### config.mk
export PLATFORM = sky130hd
export DESIGN_NAME = bexkat2_fpuseq
export DESIGN_NICKNAME = d
export VERILOG_FILES = /design/src/rtl/bexkat2_fpuseq_pkg.sv /design/src/rtl/bexkat2_fpuseq.sv
export SDC_FILE = /design/constraint.sdc
export NUM_CORES = 1
export LEC_CHECK = 0
export CORE_AREA = 2 2 103 105
export DETAILED_ROUTE_END_ITERATION = 10
export DIE_AREA = 0 0 105 107
export PLACE_DENSITY = 0.85
export SLEW_MARGIN = 15
export SYNTH_ARGS = -nofsm -noshare
export SYNTH_HDL_FRONTEND = slang
export SYNTH_SLANG_ARGS = --single-unit
### constraint.sdc
create_clock -name clk_i -period 3.6 [get_ports clk_i]
set_input_delay 1.08 -clock clk_i [delete_from_list [all_inputs] [get_ports clk_i]]
set_output_delay 1.08 -clock clk_i [all_outputs]
set_load 0.1 [all_outputs]
### src/rtl/bexkat2_fpuseq_pkg.sv
// Shared bexkat2 FPU definitions: operation codes, sequencer states and default latencies.
package bexkat1Def;

    typedef enum logic [2:0] {
        FPU_CVTIS = 3'd0,
        FPU_CVTSI = 3'd1,
        FPU_SQRT  = 3'd2,
        FPU_NEG   = 3'd3,
        FPU_ADD   = 3'd4,
        FPU_SUB   = 3'd5,
        FPU_MUL   = 3'd6,
        FPU_DIV   = 3'd7
    } fpufunc_t;

    typedef enum logic [1:0] {
        FS_IDLE = 2'd0,
        FS_RUN  = 2'd1,
        FS_DONE = 2'd2
    } fpuseq_state_t;

    localparam int FPU_FLAG_W = 3;

    function automatic int fpu_latency(fpufunc_t f);
        case (f)
            FPU_CVTIS, FPU_CVTSI: return 6;
            FPU_SQRT:             return 16;
            FPU_NEG:              return 1;
            FPU_ADD, FPU_SUB:     return 7;
            FPU_MUL:              return 5;
            default:              return 14;
        endcase
    endfunction

endpackage

### src/rtl/bexkat2_fpuseq.sv
// Sequencer between the bexkat2 control FSM and the multi-cycle FPU datapath.
// Optional: BEXKAT2_FPUSEQ_NEGFAST_EN resolves FPU_NEG locally in one cycle.
module bexkat2_fpuseq
    import bexkat1Def::*;
#(
    parameter int LAT_CVT  = fpu_latency(FPU_CVTIS),
    parameter int LAT_SQRT = fpu_latency(FPU_SQRT),
    parameter int LAT_NEG  = fpu_latency(FPU_NEG),
    parameter int LAT_ADD  = fpu_latency(FPU_ADD),
    parameter int LAT_MUL  = fpu_latency(FPU_MUL),
    parameter int LAT_DIV  = fpu_latency(FPU_DIV)
) (
    input  logic                  clk_i,
    input  logic                  rst_ni,
    input  logic                  start_i,
    input  logic [2:0]            func_i,
    input  logic [31:0]           a_i,
    input  logic [31:0]           b_i,
    input  logic                  abort_i,
    output logic                  busy_o,
    output logic                  done_o,
    output logic [31:0]           result_o,
    output logic [FPU_FLAG_W-1:0] flags_o,
    output logic                  fpu_en_o,
    output logic [2:0]            fpu_func_o,
    output logic [31:0]           fpu_a_o,
    output logic [31:0]           fpu_b_o,
    input  logic [31:0]           fpu_result_i,
    input  logic [FPU_FLAG_W-1:0] fpu_flags_i
);

    // The counter is 5 bits wide, so every latency must fit 1..31.
    if (LAT_CVT < 1 || LAT_CVT > 31 || LAT_SQRT < 1 || LAT_SQRT > 31 ||
        LAT_NEG < 1 || LAT_NEG > 31 || LAT_ADD  < 1 || LAT_ADD  > 31 ||
        LAT_MUL < 1 || LAT_MUL > 31 || LAT_DIV  < 1 || LAT_DIV  > 31) begin : g_bad_lat
        $error("bexkat2_fpuseq: latency parameter outside 1..31");
    end

    fpuseq_state_t         state_q, state_d;
    logic [4:0]            cnt_q, cnt_d;
    logic [2:0]            func_q, func_d;
    logic [31:0]           a_q, a_d, b_q, b_d;
    logic [31:0]           res_q, res_d;
    logic [FPU_FLAG_W-1:0] flg_q, flg_d;
    logic [4:0]            lat_m1;
    logic                  accept;

    always_comb begin
        lat_m1 = 5'd0;
        case (fpufunc_t'(func_i))
            FPU_CVTIS, FPU_CVTSI: lat_m1 = 5'(LAT_CVT - 1);
            FPU_SQRT:             lat_m1 = 5'(LAT_SQRT - 1);
            FPU_NEG:              lat_m1 = 5'(LAT_NEG - 1);
            FPU_ADD, FPU_SUB:     lat_m1 = 5'(LAT_ADD - 1);
            FPU_MUL:              lat_m1 = 5'(LAT_MUL - 1);
            FPU_DIV:              lat_m1 = 5'(LAT_DIV - 1);
            default:              lat_m1 = 5'd0;
        endcase
    end

    always_comb begin
        state_d = state_q;
        cnt_d   = cnt_q;
        func_d  = func_q;
        a_d     = a_q;
        b_d     = b_q;
        res_d   = res_q;
        flg_d   = flg_q;
        accept  = start_i && !abort_i;
        case (state_q)
            FS_IDLE, FS_DONE: begin
                state_d = FS_IDLE;
                if (accept) begin
`ifdef BEXKAT2_FPUSEQ_NEGFAST_EN
                    if (fpufunc_t'(func_i) == FPU_NEG) begin
                        state_d = FS_DONE;
                        res_d   = a_i ^ 32'h8000_0000;
                        flg_d   = {(a_i[30:23] == 8'hFF) && (a_i[22:0] != 23'd0),
                                   ~a_i[31],
                                   a_i[30:0] == 31'd0};
                    end else
`endif
                    begin
                        state_d = FS_RUN;
                        cnt_d   = lat_m1;
                        func_d  = func_i;
                        a_d     = a_i;
                        b_d     = b_i;
                    end
                end
            end
            FS_RUN: begin
                if (abort_i) begin
                    state_d = FS_IDLE;
                end else if (cnt_q == 5'd0) begin
                    state_d = FS_DONE;
                    res_d   = fpu_result_i;
                    flg_d   = fpu_flags_i;
                end else begin
                    cnt_d = cnt_q - 5'd1;
                end
            end
            default: state_d = FS_IDLE;
        endcase
    end

    always_ff @(posedge clk_i or negedge rst_ni) begin
        if (!rst_ni) begin
            state_q <= FS_IDLE;
            cnt_q   <= 5'd0;
            func_q  <= 3'd0;
            a_q     <= 32'd0;
            b_q     <= 32'd0;
            res_q   <= 32'd0;
            flg_q   <= '0;
        end else begin
            state_q <= state_d;
            cnt_q   <= cnt_d;
            func_q  <= func_d;
            a_q     <= a_d;
            b_q     <= b_d;
            res_q   <= res_d;
            flg_q   <= flg_d;
        end
    end

    assign busy_o     = (state_q == FS_RUN);
    assign fpu_en_o   = (state_q == FS_RUN);
    assign done_o     = (state_q == FS_DONE);
    assign result_o   = res_q;
    assign flags_o    = flg_q;
    assign fpu_func_o = func_q;
    assign fpu_a_o    = a_q;
    assign fpu_b_o    = b_q;

endmodule

==> reports/results.txt, run 1 <==
total leakage power: 0.00301 uW
non-filler instance count after layout: 615
DRT Wirelength: 10200 um
Total Die Area: 0.0112 mm^2
fraction of layout instances using a drive strength above 1: 0.491
Tmin final: 2760 ps
via count: 2896
final worst path period share: 0.767
combined area of all synthesized cells: 0.00440 mm^2
clock skew: 7.74 ps
count of buffers added by post-CTS timing repair for setup: 0
height of the die: 107 um
endpoint required time on the critical path: 2520 ps
initial drt markers: 116
number of instances in the synthesized netlist: 263
Hold/Removal Path Class: reg2reg
post-synth net total: 370
clock root buffer master: sky130_fd_sc_hd__clkbuf_8
max-capacitance violation count: 0
global-route congestion overflow total: 0
actual transition at the worst max-transition pin: 678 ps
total clock sinks: 109
via count normalized by instance count: 4.71
Antenna diodes: 0
Port-buffer cells: 210
first-pass detailed-route iteration total: 4
flip-flop and latch count after synthesis: 109
maximum number of pins on one net before global-route repair: 63
number of endpoints with negative hold slack in the final report: 0
global-route wire length before repair: 16200 um
yosys warns: 0
Final #Nets: 581
maximum buffer depth of the clock tree: 2
kind of end point of the critical path: output port
clock buffer count from CTS: 9
# hold bufs at CTS: 0
insertion delay to the later sink of the worst-skew pair: 360 ps
average wire per standard cell: 16.5 um
headroom to the max-slew limit: 0.548
category of the critical setup timing path: reg2out
weighted congestion at the end of routability-driven global placement: 0.739
Layout Utilization: 0.649
share of synthesized area occupied by flip-flops and latches: 0.620
Peak supply drop: 0.538 mV
Max Transition Viols Final: 0
arrival time at the worst endpoint: 1680 ps
starting density of the core: 0.436
HPWL after detailed placement: 7590 um
final setup fails: 0
number of global-route vias before repair: 3133
FMAX: 0.362 GHz
Area after DPL: 0.00634 mm^2
run status: finished, final reports clean
DRC errors left: 0
reg-to-reg critical path startpoint: cnt_q[0]
ANT nets after route: 0
Area growth syn-to-layout: 49.1%
CTS tree: yes
count of distinct cell types in the synthesized netlist: 30
nature of the critical path startpoint: register
crit path setup slack, layout: 838 ps
Place WS: 790 ps
io pins: 211
hold path startpoint: fpu_b_o[23]
cell area power density: 869 mW/mm^2
clock slew at the register clock pins of the worst setup and hold paths: 90 ps
Inst Count DP: 599
Crit Path Max Fanout: 12
area of the placeable core: 0.0101 mm^2
Crit. Startpoint: state_q[1]
total negative slack for setup checks: 0 ps
H-tree depth reported by CTS: 3
site row count: 37
Global Route Usage Sum: 0.185
unrepaired setup endpoints after global routing: false
Die W: 105 um
initial antenna violation count: 0
average footprint of a synthesized cell: 16.7 um^2
number of gates resized after cts: 0
design area: 0.00655 mm^2
## registers in the layout, indices dropped and copies added (netlist names)
register    flops
flags_o         3
cnt_q           5
state_q         2
result_o       32
fpu_b_o        32
fpu_func_o      3
fpu_a_o        32
## layout by cell type, fill, tap and decap left out, types with 2 or more instances in the layout
| master | instances |
|---|---|
| sky130_fd_sc_hd__xor2_1 | 2 |
| sky130_fd_sc_hd__nand2b_1 | 2 |
| sky130_fd_sc_hd__clkdlybuf4s50_1 | 104 |
| sky130_fd_sc_hd__nand2_1 | 3 |
| sky130_fd_sc_hd__buf_12 | 3 |
| sky130_fd_sc_hd__inv_1 | 4 |
| sky130_fd_sc_hd__mux2_4 | 29 |
| sky130_fd_sc_hd__mux2i_1 | 2 |
| sky130_fd_sc_hd__dfrtp_1 | 109 |
| sky130_fd_sc_hd__mux2_2 | 74 |
| sky130_fd_sc_hd__nor2_1 | 4 |
| sky130_fd_sc_hd__clkbuf_8 | 12 |
| sky130_fd_sc_hd__clkinv_2 | 3 |
| sky130_fd_sc_hd__buf_4 | 106 |
| sky130_fd_sc_hd__a21oi_1 | 5 |
## critical path, cell delays in order, from the launching register on
cell                       delay (ps)
sky130_fd_sc_hd__dfrtp_1          410
sky130_fd_sc_hd__nand2b_1         380
sky130_fd_sc_hd__inv_1            220
sky130_fd_sc_hd__buf_4            320
## routing by layer
layer | vias to the layer above | wire length [um] | global-route usage
li1 | 1341 | - | -
met1 | 1420 | 4060 | 0.219
met2 | 124 | 5200 | 0.317
met3 | 11 | 756 | 0.0541
met4 | 0 | 134 | 0.0724
met5 | - | 0 | 0
## path summary, 6_finish.rpt
path | end | slack (ps) | depth (start not counted)
max | fpu_en_o | 840 | 3
min | fpu_b_o[23] | 510 | 1
max reg2reg | result_o[0] | 1520 | 6
min reg2reg | fpu_b_o[23] | 510 | 1
max in group asynchronous | fpu_a_o[0] | 2120 | 2
min in group asynchronous | fpu_a_o[30] | 740 | 1
## logic make-up (layout without fill, tap and decap cells)
group | count (synthesis) | after routing | share of synthesized area
compound gates | 11 | 11 | 0.0194
xor+xnor | 2 | 2 | 0.00398
fa+ha+maj | 1 | 1 | 0.00285
buf+inv | 17 | 233 | 0.0322
flops | 109 | 109 | 0.620
mux | 105 | 105 | 0.293
simple gates | 18 | 18 | 0.0282
## synthesized netlist by cell type
| cell | number | area (um^2) |
|---|---|---|
| sky130_fd_sc_hd__a21oi_1 | 5 | 25.0 |
| sky130_fd_sc_hd__a221oi_4 | 1 | 26.3 |
| sky130_fd_sc_hd__a22o_1 | 1 | 8.76 |
| sky130_fd_sc_hd__and2_1 | 1 | 6.26 |
| sky130_fd_sc_hd__and2b_2 | 1 | 8.76 |
| sky130_fd_sc_hd__and3b_1 | 1 | 8.76 |
| sky130_fd_sc_hd__buf_12 | 3 | 60.1 |
| sky130_fd_sc_hd__buf_2 | 5 | 25.0 |
| sky130_fd_sc_hd__buf_4 | 4 | 30.0 |
| sky130_fd_sc_hd__buf_6 | 1 | 11.3 |
| sky130_fd_sc_hd__dfrtp_1 | 109 | 2730 |
| sky130_fd_sc_hd__ha_1 | 1 | 12.5 |
| sky130_fd_sc_hd__inv_1 | 4 | 15.0 |
| sky130_fd_sc_hd__mux2_2 | 74 | 833 |
| sky130_fd_sc_hd__mux2_4 | 29 | 435 |
| sky130_fd_sc_hd__mux2i_1 | 2 | 20.0 |
| sky130_fd_sc_hd__nand2_1 | 3 | 11.3 |
| sky130_fd_sc_hd__nand2b_1 | 2 | 12.5 |
| sky130_fd_sc_hd__nand2b_4 | 1 | 13.8 |
| sky130_fd_sc_hd__nand3_1 | 1 | 5.00 |
| sky130_fd_sc_hd__nor2_1 | 4 | 15.0 |
| sky130_fd_sc_hd__nor2_2 | 1 | 6.26 |
| sky130_fd_sc_hd__nor3_1 | 1 | 5.00 |
| sky130_fd_sc_hd__nor3b_2 | 1 | 12.5 |
| sky130_fd_sc_hd__nor3b_4 | 1 | 18.8 |
| sky130_fd_sc_hd__o21ai_0 | 1 | 5.00 |
| sky130_fd_sc_hd__o21ai_1 | 1 | 5.00 |
| sky130_fd_sc_hd__o22ai_1 | 1 | 6.26 |
| sky130_fd_sc_hd__o32ai_1 | 1 | 8.76 |
| sky130_fd_sc_hd__xor2_1 | 2 | 17.5 |
## cell type report
cell class | count | area [um^2]
inverters | 4 | 15.0
flip-flops and latches | 109 | 2730
well taps | 136 | 170
fillers | 778 | 3540
clock buffers | 12 | 165
repair buffers | 213 | 1900
multi-input cells | 137 | 1530
clock inverters | 4 | 45.0
## per-stage QoR
stage / hold slack [ps] / total power [uW]
6_report: 515 / 5690
2_1_floorplan: 476 / 4220
3_3_place_gp: 491 / 4920
5_1_grt: 537 / 5890
3_5_place_dp: 496 / 4970
4_1_cts: 519 / 5750
## report_power, final
part           switching [uW]  total, uW  leakage (uW)  internal, uW
registers                 177       1700       0.00134          1520
clock network             389        765      0.000112           376
logic                    2450       3230       0.00155           777
Note: power is estimated with default switching activity, not from simulation.
==> run 2: changes to the inputs <==
- CORE_AREA: 2 2 103 105 -> 2 2 113 115
- DIE_AREA: 0 0 105 107 -> 0 0 115 117
- PLACE_DENSITY: 0.85 -> 0.75
- clock period: 3.6 -> 2.4 ns (I/O delays scaled with it)
==> run 2 against run 1 <==
Sequential share of layout area down 1.1 points; via count up 2.0%; global-route usage down 3.5 points; count of clock-buffer cells in the layout unchanged; die area up 20%; worst hold slack worse by 310 ps; largest cell class unchanged; largest power group unchanged.
==> reports/results.txt, run 2 (synthesized netlist as in run 1, its figures left out) <==
kind of end point of the critical path: output port
Sequential Power Share: 0.291 (-0.007)
total leakage power: 0.00306 uW (+1.7%)
cell with the largest stage delay on the worst path: sky130_fd_sc_hd__dfrtp_1
Max Transition Viols Final: 0 (unchanged)
weighted congestion at the end of routability-driven global placement: 0.753 (+1.8%)
clock skew: 7.70 ps (-0.0412 ps)
via count: 2953 (+2.0%)
Crit Path Max Fanout: 3 (-9)
global-route wire length before repair: 15600 um (-3.2%)
Antenna diodes: 0 (unchanged)
initial antenna violation count: 0 (unchanged)
FMAX: 0.493 GHz
fillers: 1037 (+33%)
# hold bufs at CTS: 0 (unchanged)
insertion delay to the later sink of the worst-skew pair: 340 ps (-20 ps)
maximum number of pins on one net before global-route repair: 100 (+59%)
height of the die: 117 um (+9.3%)
net switching fraction of the power: 0.521 (-0.00900)
most frequent cells in the layout: sky130_fd_sc_hd__dfrtp_1 (109), sky130_fd_sc_hd__buf_4 (106), sky130_fd_sc_hd__clkdlybuf4s50_1 (104)
Global Route Usage Sum: 0.150 (-0.0353)
total buffers and inverters traversed by the critical path: 2 (unchanged)
number of endpoints with negative hold slack in the final report: 0 (unchanged)
headroom to the max-slew limit: 0.647 (+0.0989)
hold slack: 204 ps (-311 ps)
arrival time at the worst endpoint: 1310 ps (-370 ps)
DRT Wirelength: 10100 um (-0.63%)
Tmin final: 2030 ps
actual transition at the worst max-transition pin: 529 ps (-148 ps)
cell family contributing the most delay on the critical path: flip-flops
DRC errors left: 0 (unchanged)
clock root buffer master: sky130_fd_sc_hd__clkbuf_16
run status: finished, final reports clean
share of total power in the clock network: 0.155 (+0.021)
Hold/Removal Path Class: in2async
clock buffer count from CTS: 9 (unchanged)
list of cells traversed by the critical path: nand2b_1 -> inv_1 -> buf_12
total negative slack for setup checks: 0 ps (unchanged)
critical path's largest stage delay: 410 ps (about the same)
io pins: 211 (unchanged)
number of gates resized after cts: 0 (unchanged)
total clock sinks: 109 (unchanged)
final setup fails: 0 (unchanged)
via count normalized by instance count: 4.67 (-0.93%)
starting density of the core: 0.357 (-0.0785)
nature of the critical path startpoint: register
cell area power density: 1300 mW/mm^2 (+50%)
Total Die Area: 0.0135 mm^2 (+20%)
ANT nets after route: 0 (unchanged)
unrepaired setup endpoints after global routing: false
average wire per standard cell: 15.9 um (-3.5%)
HPWL after detailed placement: 7480 um (-1.4%)
CTS tree: yes
cell-internal power: 4200 uW (+57%)
sequential cell area: 0.00273 mm^2 (unchanged)
first-pass detailed-route iteration total: 4 (unchanged)
number of global-route vias before repair: 3138 (+0.16%)
endpoint required time on the critical path: 1680 ps (-840 ps)
Final #Nets: 586 (+0.86%)
site row count: 41 (+11%)
initial drt markers: 106 (-8.6%)
count of buffers added by post-CTS timing repair for setup: 0 (unchanged)
Die W: 115 um (+9.5%)
maximum buffer depth of the clock tree: 2 (unchanged)
most frequent standard cell in the layout excluding fill and tap cells: sky130_fd_sc_hd__dfrtp_1
clock slew at the register clock pins of the worst setup and hold paths: 70 ps (-20 ps)
fraction of layout instances using a drive strength above 1: 0.491 (about the same)
reported net switching power: 4570 uW (+52%)
area used by multi-input combinational logic: 0.00153 mm^2 (unchanged)
H-tree depth reported by CTS: 3 (unchanged)
global-route congestion overflow total: 0 (unchanged)
final worst path period share: 0.845
part of the total power dissipated in combinational logic: 0.554 (-0.013)
area of the placeable core: 0.0123 mm^2 (+22%)
category of the critical setup timing path: reg2out
Area growth syn-to-layout: 53.1%
max-capacitance violation count: 0 (unchanged)
Port-buffer cells: 210 (unchanged)
Peak supply drop: 0.571 mV (+6.2%)
[run 2: cell count changes in the layout (fill, tap and decap cells not counted), sizes merged]
| cell | change |
|---|---|
| bufinv | -1 |
| buf | +5 |
| clkinv | -3 |
| clkinvlp | +3 |
[run 2: final timing paths]
kind	from	endpoint	slack, ps	cells past startpoint
worst min-delay path	rst_ni	fpu_b_o[18]	200	1
worst min register to register	fpu_a_o[4]	fpu_a_o[4]	510	1
worst max register to register	cnt_q[0]	flags_o[2]	490	6
worst max-delay path	state_q[1]	fpu_en_o	370	3
min in group clk_i	fpu_a_o[4]	fpu_a_o[4]	510	1
max in group asynchronous	rst_ni	fpu_a_o[10]	1440	2
[run 2: cell type report]
cell class	instances	share of cell area
sequential	109	0.405
timing repair buffer	218	0.297
multi-input combinational	137	0.228
clock buffer	12	0.0366
tap	150	0.0279
clock inverter	3	0.00335
inverter	4	0.00223
[run 2: power by group through the flow]
stage / logic (uW) / clock network, uW / registers, uW
after floorplan: 678 / 0 / 5650
after global placement: 4850 / 0 / 2560
after detailed placement: 4880 / 0 / 2590
after CTS: 4890 / 1410 / 2560
after global routing: 5000 / 1500 / 2610
final: 4860 / 1360 / 2550
[run 2: per-stage QoR]
| stage | instances | total power [uW] | utilization | worst slack [ps] | cell area, um^2 |
|---|---|---|---|---|---|
| final | 633 | 8780 | 0.547 | 372 | 6730 |
| after global placement | 618 | 7420 | 0.525 | 202 | 6460 |
| after CTS | 633 | 8860 | 0.547 | 337 | 6730 |
| after floorplan | 263 | 6330 | - | 50.7 | 4400 |
| after detailed placement | 618 | 7470 | 0.525 | 163 | 6460 |
| after global routing | 633 | 9110 | 0.547 | 284 | 6730 |
[run 2: layer usage]
metal	vias to the layer above	wire length, um	GRT usage
met1	1459	4060	0.179
met3	15	844	0.0443
met4	0	199	0.0659
met5	-	0	0
li1	1353	-	-
met2	126	4990	0.251
